$ cat src/rtl/regbus_arbiter_if.sv
// Bundle for the two requester ports, the register-file select bus and the error pulse.
// The arbiter connects through the slave modport; requesters and the register file use master.
interface regbus_arbiter_if #(
   parameter int AW  = 16,
   parameter int DW  = 32,
   parameter int PAW = 7
);
   logic          m0_read;
   logic          m0_write;
   logic [AW-1:0] m0_addr;
   logic [DW-1:0] m0_wr_data;
   logic [1:0]    m0_wr_width;
   logic          m0_ready;
   logic [DW-1:0] m0_rd_data;

   logic          m1_read;
   logic          m1_write;
   logic [AW-1:0] m1_addr;
   logic [DW-1:0] m1_wr_data;
   logic [1:0]    m1_wr_width;
   logic          m1_ready;
   logic [DW-1:0] m1_rd_data;

   logic           psel;
   logic           pwrite;
   logic [PAW-1:0] paddr;
   logic [DW-1:0]  pwdata;
   logic [1:0]     psize;
   logic [DW-1:0]  prdata;
   logic           addr_err;

   modport slave (
      input  m0_read, m0_write, m0_addr, m0_wr_data, m0_wr_width,
      output m0_ready, m0_rd_data,
      input  m1_read, m1_write, m1_addr, m1_wr_data, m1_wr_width,
      output m1_ready, m1_rd_data,
      output psel, pwrite, paddr, pwdata, psize,
      input  prdata,
      output addr_err
   );

   modport master (
      output m0_read, m0_write, m0_addr, m0_wr_data, m0_wr_width,
      input  m0_ready, m0_rd_data,
      output m1_read, m1_write, m1_addr, m1_wr_data, m1_wr_width,
      input  m1_ready, m1_rd_data,
      input  psel, pwrite, paddr, pwdata, psize,
      output prdata,
      input  addr_err
   );
endinterface

$ cat src/rtl/regbus_arbiter.sv
// Round-robin arbiter serialising two requesters onto the register-file select bus,
// with a fixed number of wait-state select cycles and out-of-range address trapping.
//
// state  | meaning
// IDLE   | no transaction; arbitrate and capture the winning command
// ACCESS | first select cycle on the register-file bus
// WAITS  | extra select cycles, bus held stable, counter runs down to 0
// DONE   | select dropped; ready (and addr_err on a trapped access) to the served master
module regbus_arbiter #(
   parameter int            AW       = 16,
   parameter int            DW       = 32,
   parameter int            PAW      = 7,
   parameter int            WAIT     = 0,
   parameter logic [DW-1:0] ERR_DATA = DW'(32'hDEAD_BEEF)
) (
   input logic            clk,
   input logic            rst_n,
   regbus_arbiter_if.slave bus
);

   typedef enum logic [1:0] {S_IDLE, S_ACCESS, S_WAITS, S_DONE} state_t;

   localparam logic [3:0] WAIT_CNT = 4'(WAIT);

   state_t         state, state_nxt;
   logic           last_grant;
   logic [3:0]     wait_cnt;
   logic [PAW-1:0] cmd_addr;
   logic [DW-1:0]  cmd_wdata;
   logic [1:0]     cmd_width;
   logic           cmd_wr;
   logic           cmd_id;
   logic           cmd_err;
   logic [DW-1:0]  rd_data0, rd_data1;

   logic          req0, req1;
   logic          sel1;
   logic [AW-1:0] gnt_addr;
   logic          gnt_wr;
   logic          gnt_err;
   logic          grant;
   logic          sel_on;
   logic          last_beat;
   logic          ready0, ready1;
   logic          err_pulse;

   assign req0 = bus.m0_read | bus.m0_write;
   assign req1 = bus.m1_read | bus.m1_write;
   // On contention the master that was not granted last time wins.
   assign sel1     = (req0 & req1) ? ~last_grant : req1;
   assign gnt_addr = sel1 ? bus.m1_addr  : bus.m0_addr;
   assign gnt_wr   = sel1 ? bus.m1_write : bus.m0_write;
   assign gnt_err  = |gnt_addr[AW-1:PAW];

   always_ff @(posedge clk or negedge rst_n) begin
      if (!rst_n) state <= S_IDLE;
      else        state <= state_nxt;
   end

   always_comb begin
      state_nxt = state;
      grant     = 1'b0;
      sel_on    = 1'b0;
      last_beat = 1'b0;
      ready0    = 1'b0;
      ready1    = 1'b0;
      err_pulse = 1'b0;
      case (state)
         S_IDLE: begin
            if (req0 | req1) begin
               grant     = 1'b1;
               state_nxt = gnt_err ? S_DONE : S_ACCESS;
            end
         end
         S_ACCESS: begin
            sel_on = 1'b1;
            if (WAIT == 0) begin
               last_beat = 1'b1;
               state_nxt = S_DONE;
            end else begin
               state_nxt = S_WAITS;
            end
         end
         S_WAITS: begin
            sel_on = 1'b1;
            if (wait_cnt == 4'd0) begin
               last_beat = 1'b1;
               state_nxt = S_DONE;
            end
         end
         S_DONE: begin
            ready0    = ~cmd_id;
            ready1    = cmd_id;
            err_pulse = cmd_err;
            state_nxt = S_IDLE;
         end
         default: state_nxt = S_IDLE;
      endcase
   end

   always_ff @(posedge clk or negedge rst_n) begin
      if (!rst_n) begin
         last_grant <= 1'b1;
         wait_cnt   <= 4'd0;
         cmd_addr   <= '0;
         cmd_wdata  <= '0;
         cmd_width  <= 2'd0;
         cmd_wr     <= 1'b0;
         cmd_id     <= 1'b0;
         cmd_err    <= 1'b0;
         rd_data0   <= '0;
         rd_data1   <= '0;
      end else begin
         if (grant) begin
            last_grant <= sel1;
            cmd_id     <= sel1;
            cmd_wr     <= gnt_wr;
            cmd_err    <= gnt_err;
            cmd_addr   <= gnt_addr[PAW-1:0];
            cmd_wdata  <= sel1 ? bus.m1_wr_data  : bus.m0_wr_data;
            cmd_width  <= sel1 ? bus.m1_wr_width : bus.m0_wr_width;
            if (gnt_err && !gnt_wr) begin
               if (sel1) rd_data1 <= ERR_DATA;
               else      rd_data0 <= ERR_DATA;
            end
         end
         if (state == S_ACCESS)
            wait_cnt <= WAIT_CNT - 4'd1;
         else if (state == S_WAITS && wait_cnt != 4'd0)
            wait_cnt <= wait_cnt - 4'd1;
         // prdata is combinational from paddr, so the last select cycle sees the final value.
         if (last_beat && !cmd_wr) begin
            if (cmd_id) rd_data1 <= bus.prdata;
            else        rd_data0 <= bus.prdata;
         end
      end
   end

   assign bus.psel       = sel_on;
   assign bus.pwrite     = sel_on & cmd_wr;
   assign bus.paddr      = cmd_addr;
   assign bus.pwdata     = cmd_wdata;
   assign bus.psize      = cmd_width;
   assign bus.m0_ready   = ready0;
   assign bus.m1_ready   = ready1;
   assign bus.m0_rd_data = rd_data0;
   assign bus.m1_rd_data = rd_data1;
   assign bus.addr_err   = err_pulse;

endmodule

$ cat src/flat_wrapper.sv
// flat-port wrapper written by rule: the top's interface ports become plain ports
module regbus_arbiter_flat 
#(
   parameter int            AW       = 16,
   parameter int            DW       = 32,
   parameter int            PAW      = 7,
   parameter int            WAIT     = 0,
   parameter logic [DW-1:0] ERR_DATA = DW'(32'hDEAD_BEEF)
)
  (clk, rst_n, bus_m0_read, bus_m0_write, bus_m0_addr, bus_m0_wr_data, bus_m0_wr_width, bus_m0_ready, bus_m0_rd_data, bus_m1_read, bus_m1_write, bus_m1_addr, bus_m1_wr_data, bus_m1_wr_width, bus_m1_ready, bus_m1_rd_data, bus_psel, bus_pwrite, bus_paddr, bus_pwdata, bus_psize, bus_prdata, bus_addr_err);
  regbus_arbiter_if #(.AW(AW), .DW(DW), .PAW(PAW)) bus_i ();
  input logic clk;
  input logic rst_n;
  input wire logic [$bits(bus_i.m0_read)-1:0] bus_m0_read;
  input wire logic [$bits(bus_i.m0_write)-1:0] bus_m0_write;
  input wire logic [$bits(bus_i.m0_addr)-1:0] bus_m0_addr;
  input wire logic [$bits(bus_i.m0_wr_data)-1:0] bus_m0_wr_data;
  input wire logic [$bits(bus_i.m0_wr_width)-1:0] bus_m0_wr_width;
  output wire logic [$bits(bus_i.m0_ready)-1:0] bus_m0_ready;
  output wire logic [$bits(bus_i.m0_rd_data)-1:0] bus_m0_rd_data;
  input wire logic [$bits(bus_i.m1_read)-1:0] bus_m1_read;
  input wire logic [$bits(bus_i.m1_write)-1:0] bus_m1_write;
  input wire logic [$bits(bus_i.m1_addr)-1:0] bus_m1_addr;
  input wire logic [$bits(bus_i.m1_wr_data)-1:0] bus_m1_wr_data;
  input wire logic [$bits(bus_i.m1_wr_width)-1:0] bus_m1_wr_width;
  output wire logic [$bits(bus_i.m1_ready)-1:0] bus_m1_ready;
  output wire logic [$bits(bus_i.m1_rd_data)-1:0] bus_m1_rd_data;
  output wire logic [$bits(bus_i.psel)-1:0] bus_psel;
  output wire logic [$bits(bus_i.pwrite)-1:0] bus_pwrite;
  output wire logic [$bits(bus_i.paddr)-1:0] bus_paddr;
  output wire logic [$bits(bus_i.pwdata)-1:0] bus_pwdata;
  output wire logic [$bits(bus_i.psize)-1:0] bus_psize;
  input wire logic [$bits(bus_i.prdata)-1:0] bus_prdata;
  output wire logic [$bits(bus_i.addr_err)-1:0] bus_addr_err;
  assign bus_i.m0_read = bus_m0_read;
  assign bus_i.m0_write = bus_m0_write;
  assign bus_i.m0_addr = bus_m0_addr;
  assign bus_i.m0_wr_data = bus_m0_wr_data;
  assign bus_i.m0_wr_width = bus_m0_wr_width;
  assign bus_m0_ready = bus_i.m0_ready;
  assign bus_m0_rd_data = bus_i.m0_rd_data;
  assign bus_i.m1_read = bus_m1_read;
  assign bus_i.m1_write = bus_m1_write;
  assign bus_i.m1_addr = bus_m1_addr;
  assign bus_i.m1_wr_data = bus_m1_wr_data;
  assign bus_i.m1_wr_width = bus_m1_wr_width;
  assign bus_m1_ready = bus_i.m1_ready;
  assign bus_m1_rd_data = bus_i.m1_rd_data;
  assign bus_psel = bus_i.psel;
  assign bus_pwrite = bus_i.pwrite;
  assign bus_paddr = bus_i.paddr;
  assign bus_pwdata = bus_i.pwdata;
  assign bus_psize = bus_i.psize;
  assign bus_i.prdata = bus_prdata;
  assign bus_addr_err = bus_i.addr_err;
  regbus_arbiter #(.AW(AW), .DW(DW), .PAW(PAW), .WAIT(WAIT), .ERR_DATA(ERR_DATA)) u_core (.clk(clk), .rst_n(rst_n), .bus(bus_i));
endmodule
$ cat config.mk
export PLATFORM = sky130hd
export DESIGN_NAME = regbus_arbiter_flat
export DESIGN_NICKNAME = d
export VERILOG_FILES = /design/src/rtl/regbus_arbiter_if.sv /design/src/rtl/regbus_arbiter.sv /design/src/flat_wrapper.sv
export SDC_FILE = /design/constraint.sdc
export NUM_CORES = 1
export LEC_CHECK = 0
export ABC_AREA = 1
export ABC_CLOCK_PERIOD_IN_PS = 2690
export BUFFER_PORTS_ARGS = -buffer_cell sky130_fd_sc_hd__clkbuf_2
export CELL_PAD_IN_SITES_DETAIL_PLACEMENT = 0
export CELL_PAD_IN_SITES_GLOBAL_PLACEMENT = 1
export CORE_AREA = 3 3 129 131
export DETAILED_ROUTE_END_ITERATION = 7
export DIE_AREA = 0 0 132 134
export GPL_TIMING_DRIVEN = 0
export PLACE_DENSITY = 0.85
export SETUP_SLACK_MARGIN = 0.5
export SLEW_MARGIN = 10
export SYNTH_ARGS = -nofsm -noshare
export SYNTH_HDL_FRONTEND = slang
export SYNTH_SLANG_ARGS = --single-unit
$ cat constraint.sdc
create_clock -name clk -period 2.69 [get_ports clk]
set_clock_uncertainty 0.05 [all_clocks]
set_input_delay 0.269 -clock clk [delete_from_list [all_inputs] [get_ports clk]]
set_output_delay 0.269 -clock clk [all_outputs]
set_load 0.1 [all_outputs]
==> impl_metrics.env <==
export IMPL_antenna_found_initial=0
export IMPL_wl_met1_mm=7.369
export IMPL_grt_max_degree=86
export IMPL_worstSkewPairLatency_ns=0.41
export IMPL_synth_fa_ha_area_share_pct=1.144
export IMPL_drt_total_wl_mm=16.68
export IMPL_worstSetupStartpointType="register"
export IMPL_num_antenna_cells=0
export IMPL_port_buffer_count=247
export IMPL_ys_types=23
export IMPL_initial_core_util_pct=34.80
export IMPL_ys_warn_count=0
export IMPL_endpoint_kind="output port"
export IMPL_ant_nets=0
export IMPL_wl_met3_mm=1.230
export IMPL_final_hold_viol_count=0
export IMPL_drive_gt1_share_pct=30.69
export IMPL_synth_top_family_by_area="simple AND/OR/NAND/NOR gates"
export IMPL_r2r_cells=7
export IMPL_crit_slowest_cell="buf_2"
export IMPL_hold_path_class="in -> reg"
export IMPL_min_to="u_core.bus.pwdata[12]$_DFFE_PN0P_"
export IMPL_fmax_ghz=0.4770
export IMPL_area_growth_pct=44.67
export IMPL_io_pins=248
export IMPL_grt_pass1_wl_mm=26.79
export IMPL_synth_compound_area_share_pct=6.636
export IMPL_fin_cells=1249
export IMPL_crit_arrival_ns=1.78
export IMPL_cap_violations=0
export IMPL_nFillCells=1544
export IMPL_cts_tree="built"
export IMPL_wire_per_inst_um=13.36
export IMPL_dp_hpwl_mm=12.59
export IMPL_synthMuxAreaShare_pct=0
export IMPL_fin_setup_tns_ns=0
export IMPL_met2_wirelength_mm=7.836
export IMPL_post_cts_buffers=0
export IMPL_rows=46
export IMPL_rsz0062_at_grt="true"
export IMPL_slew_viol_final=0
export IMPL_timing_rr_end="u_core.bus.pwdata[12]$_DFFE_PN0P_"
export IMPL_gp_congestion=0.7800
export IMPL_gr_total_overflow=0
export IMPL_top_layer_used="met4"
export IMPL_hold_depth=3
export IMPL_cp_max_fo=4
export IMPL_final_min_clock_period_ns=2.096
export IMPL_syn_nets=867
export IMPL_vias=5278
export IMPL_reg2reg_slack_ns=0.74
export IMPL_grt_pass1_vias=5326
export IMPL_die_h_um=134
export IMPL_cts_max_path_buffers=2
export IMPL_cts_sinks=115
export IMPL_synth_simple_area_share_pct=27.60
export IMPL_die_x_um=132
export IMPL_max_stage_delay_ns=0.43
export IMPL_relSlewSlack_pct=60.80
export IMPL_drc=0
export IMPL_ctsRootBufferMaster="clkbuf_16"
export IMPL_dp_cells=1188
export IMPL_drtIter0Drc=215
export IMPL_fin_nets=1163
export IMPL_seq_area_frac_synth_pct=52.65
export IMPL_tightest_slew_ns=0.5880
export IMPL_synth_seq_cells=115
export IMPL_worstPathRequired_ns=2.37
export IMPL_die_area_um2=17690
export IMPL_status="finished, final reports clean"
export IMPL_synthXorXnorAreaFrac_pct=0
export IMPL_track_usage_pct=19.03
export IMPL_coreArea_um2=15710
export IMPL_syn_area_um2=5468
export IMPL_finalSetupViolations=0
export IMPL_clkTransAtPathRegs_ns=0.06
export IMPL_drt_pass1_iter_count=4
export IMPL_period_share_pct=77.93
export IMPL_min_from="bus_m0_wr_data[12]"
export IMPL_cpMostUsedCell="inv_1"
export IMPL_cts_made_buffers=17
export IMPL_syn_instance_count=724
export IMPL_r2r_start="u_core.state[0]$_DFFE_PN0P_"
export IMPL_path_class="reg -> out"
export IMPL_htreeDepth=4
export IMPL_synth_area_per_cell_um2=7.552
export IMPL_crit_chain="inv_1 -> ha_2 -> nand2_1 -> inv_1 -> buf_2"
export IMPL_avgViaCountPerCell=4.226
-- sequential cells by signal, summed over array words and instances (netlist names) --
signal and cells:
u_core.cmd_err 1, u_core.bus.m0_rd_data 32, u_core.state 2, u_core.bus.psize 2
u_core.bus.pwdata 32, u_core.bus.paddr 7, u_core.cmd_id 1, u_core.bus.m1_rd_data 32
u_core.cmd_wr 1, u_core.wait_cnt 4, u_core.last_grant 1
-- timing repair --
action | in CTS | in global routing
hold buffers | 29 | 0
resized for setup | 0 | 7
hold endpoints to repair | 58 | 0
setup endpoints to repair | 0 | 7
-- kinds of logic (layout without fill, tap and decap cells) --
| kind of cell | after synthesis | in the layout |
|---|---|---|
| flip-flops | 115 | 115 |
| buffers and inverters | 164 | 473 |
| AO/OA/AOI/OAI | 63 | 63 |
| AND/OR/NAND/NOR | 377 | 377 |
| adder cells (fa/ha/maj) | 5 | 5 |
-- layout make-up --
type | count | area [um2] | area share, %
repair buffers | 277 | 1563 | 19.76
flip-flops and latches | 115 | 2879 | 36.40
clock buffers | 19 | 442.9 | 5.599
clock inverters | 13 | 158.9 | 2.009
multi-input cells | 445 | 1937 | 24.49
inverters | 134 | 503.0 | 6.359
plain buffers | 30 | 156.4 | 1.977
well taps | 216 | 270.3 | 3.417
-- routing by layer --
| metal | GRT usage (%) | up-vias |
|---|---|---|
| met2 | 30.64 | 189 |
| met4 | 6.534 | 0 |
| met3 | 6.602 | 18 |
| li1 | - | 2752 |
| met1 | 23.97 | 2319 |
| met5 | 0 | - |
-- metrics by stage --
step / cell area [um2] / util (%) / hold WS, ns / setup slack (ns)
floorplan: 5470 / - / -0.07659 / 0.5072
global placement: 6977 / 44.40 / 0.4248 / -0.5569
detailed placement: 7013 / 44.63 / 0.1360 / 0.6745
CTS: 7905 / 50.31 / 0.0007830 / 0.5236
global route: 7910 / 50.34 / 0.01085 / 0.4999
finish: 7910 / 50.34 / 0.01694 / 0.5936
-- layout by cell type (no fill, tap or decap), drive strengths merged --
| cell type | instances |
|---|---|
| a21oi | 52 |
| a22oi | 1 |
| buf | 17 |
| bufinv | 3 |
| clkbuf | 280 |
| clkinv | 6 |
| clkinvlp | 3 |
| dfrtp | 114 |
| dfstp | 1 |
| dlygate4sd3 | 29 |
| ha | 5 |
| inv | 135 |
| nand2 | 256 |
| nand3 | 48 |
| nand4 | 2 |
| nor2 | 69 |
| nor3 | 1 |
| o21ai | 10 |
| or2 | 1 |
-- worst max path at each step --
| stage | cells past startpoint | slack, ns | to | startpoint |
|---|---|---|---|---|
| 3_5_place_dp | 9 | 0.67 | u_core.bus.m0_rd_data[23]$_DFF_PN0_ | u_core.state[1]$_DFFE_PN0P_ |
| 3_3_place_gp | 1 | -0.56 | u_core.bus.pwdata[17]$_DFFE_PN0P_ | rst_n |
| 6_report | 5 | 0.59 | bus_pwrite | u_core.state[0]$_DFFE_PN0P_ |
| 2_1_floorplan | 3 | 0.51 | bus_m0_ready | u_core.state[0]$_DFFE_PN0P_ |
| 4_1_cts | 5 | 0.52 | bus_pwrite | u_core.state[0]$_DFFE_PN0P_ |
| 5_1_grt | 5 | 0.50 | bus_pwrite | u_core.state[0]$_DFFE_PN0P_ |
-- worst max-delay path, delay by kind of cell, from the launching register on --
kind,cells,cell delay [ns]
flops,1,0.40
simple gates,1,0.06
fa+ha+maj,1,0.35
buf+inv,3,0.55
-- Yosys cell counts --
master | instances | area (um2)
a21oi_1 | 40 | 200.2
a21oi_2 | 12 | 105.1
a22oi_1 | 1 | 7.510
buf_1 | 3 | 11.26
buf_2 | 10 | 50.05
buf_4 | 1 | 7.510
buf_6 | 3 | 33.78
clkbuf_1 | 13 | 48.80
dfrtp_1 | 114 | 2853
dfstp_2 | 1 | 26.28
ha_1 | 5 | 62.56
inv_1 | 134 | 503.0
nand2_1 | 255 | 957.2
nand2_2 | 1 | 6.260
nand3_1 | 48 | 240.2
nand4_2 | 2 | 25.02
nor2_1 | 67 | 251.5
nor2_2 | 1 | 6.260
nor2_4 | 1 | 11.26
nor3_1 | 1 | 5.000
o21ai_0 | 9 | 45.04
o21ai_1 | 1 | 5.000
or2_2 | 1 | 6.260
Power is not shown: default switching activity piles up to over one toggle a cycle in this logic, so the estimate is an artifact.
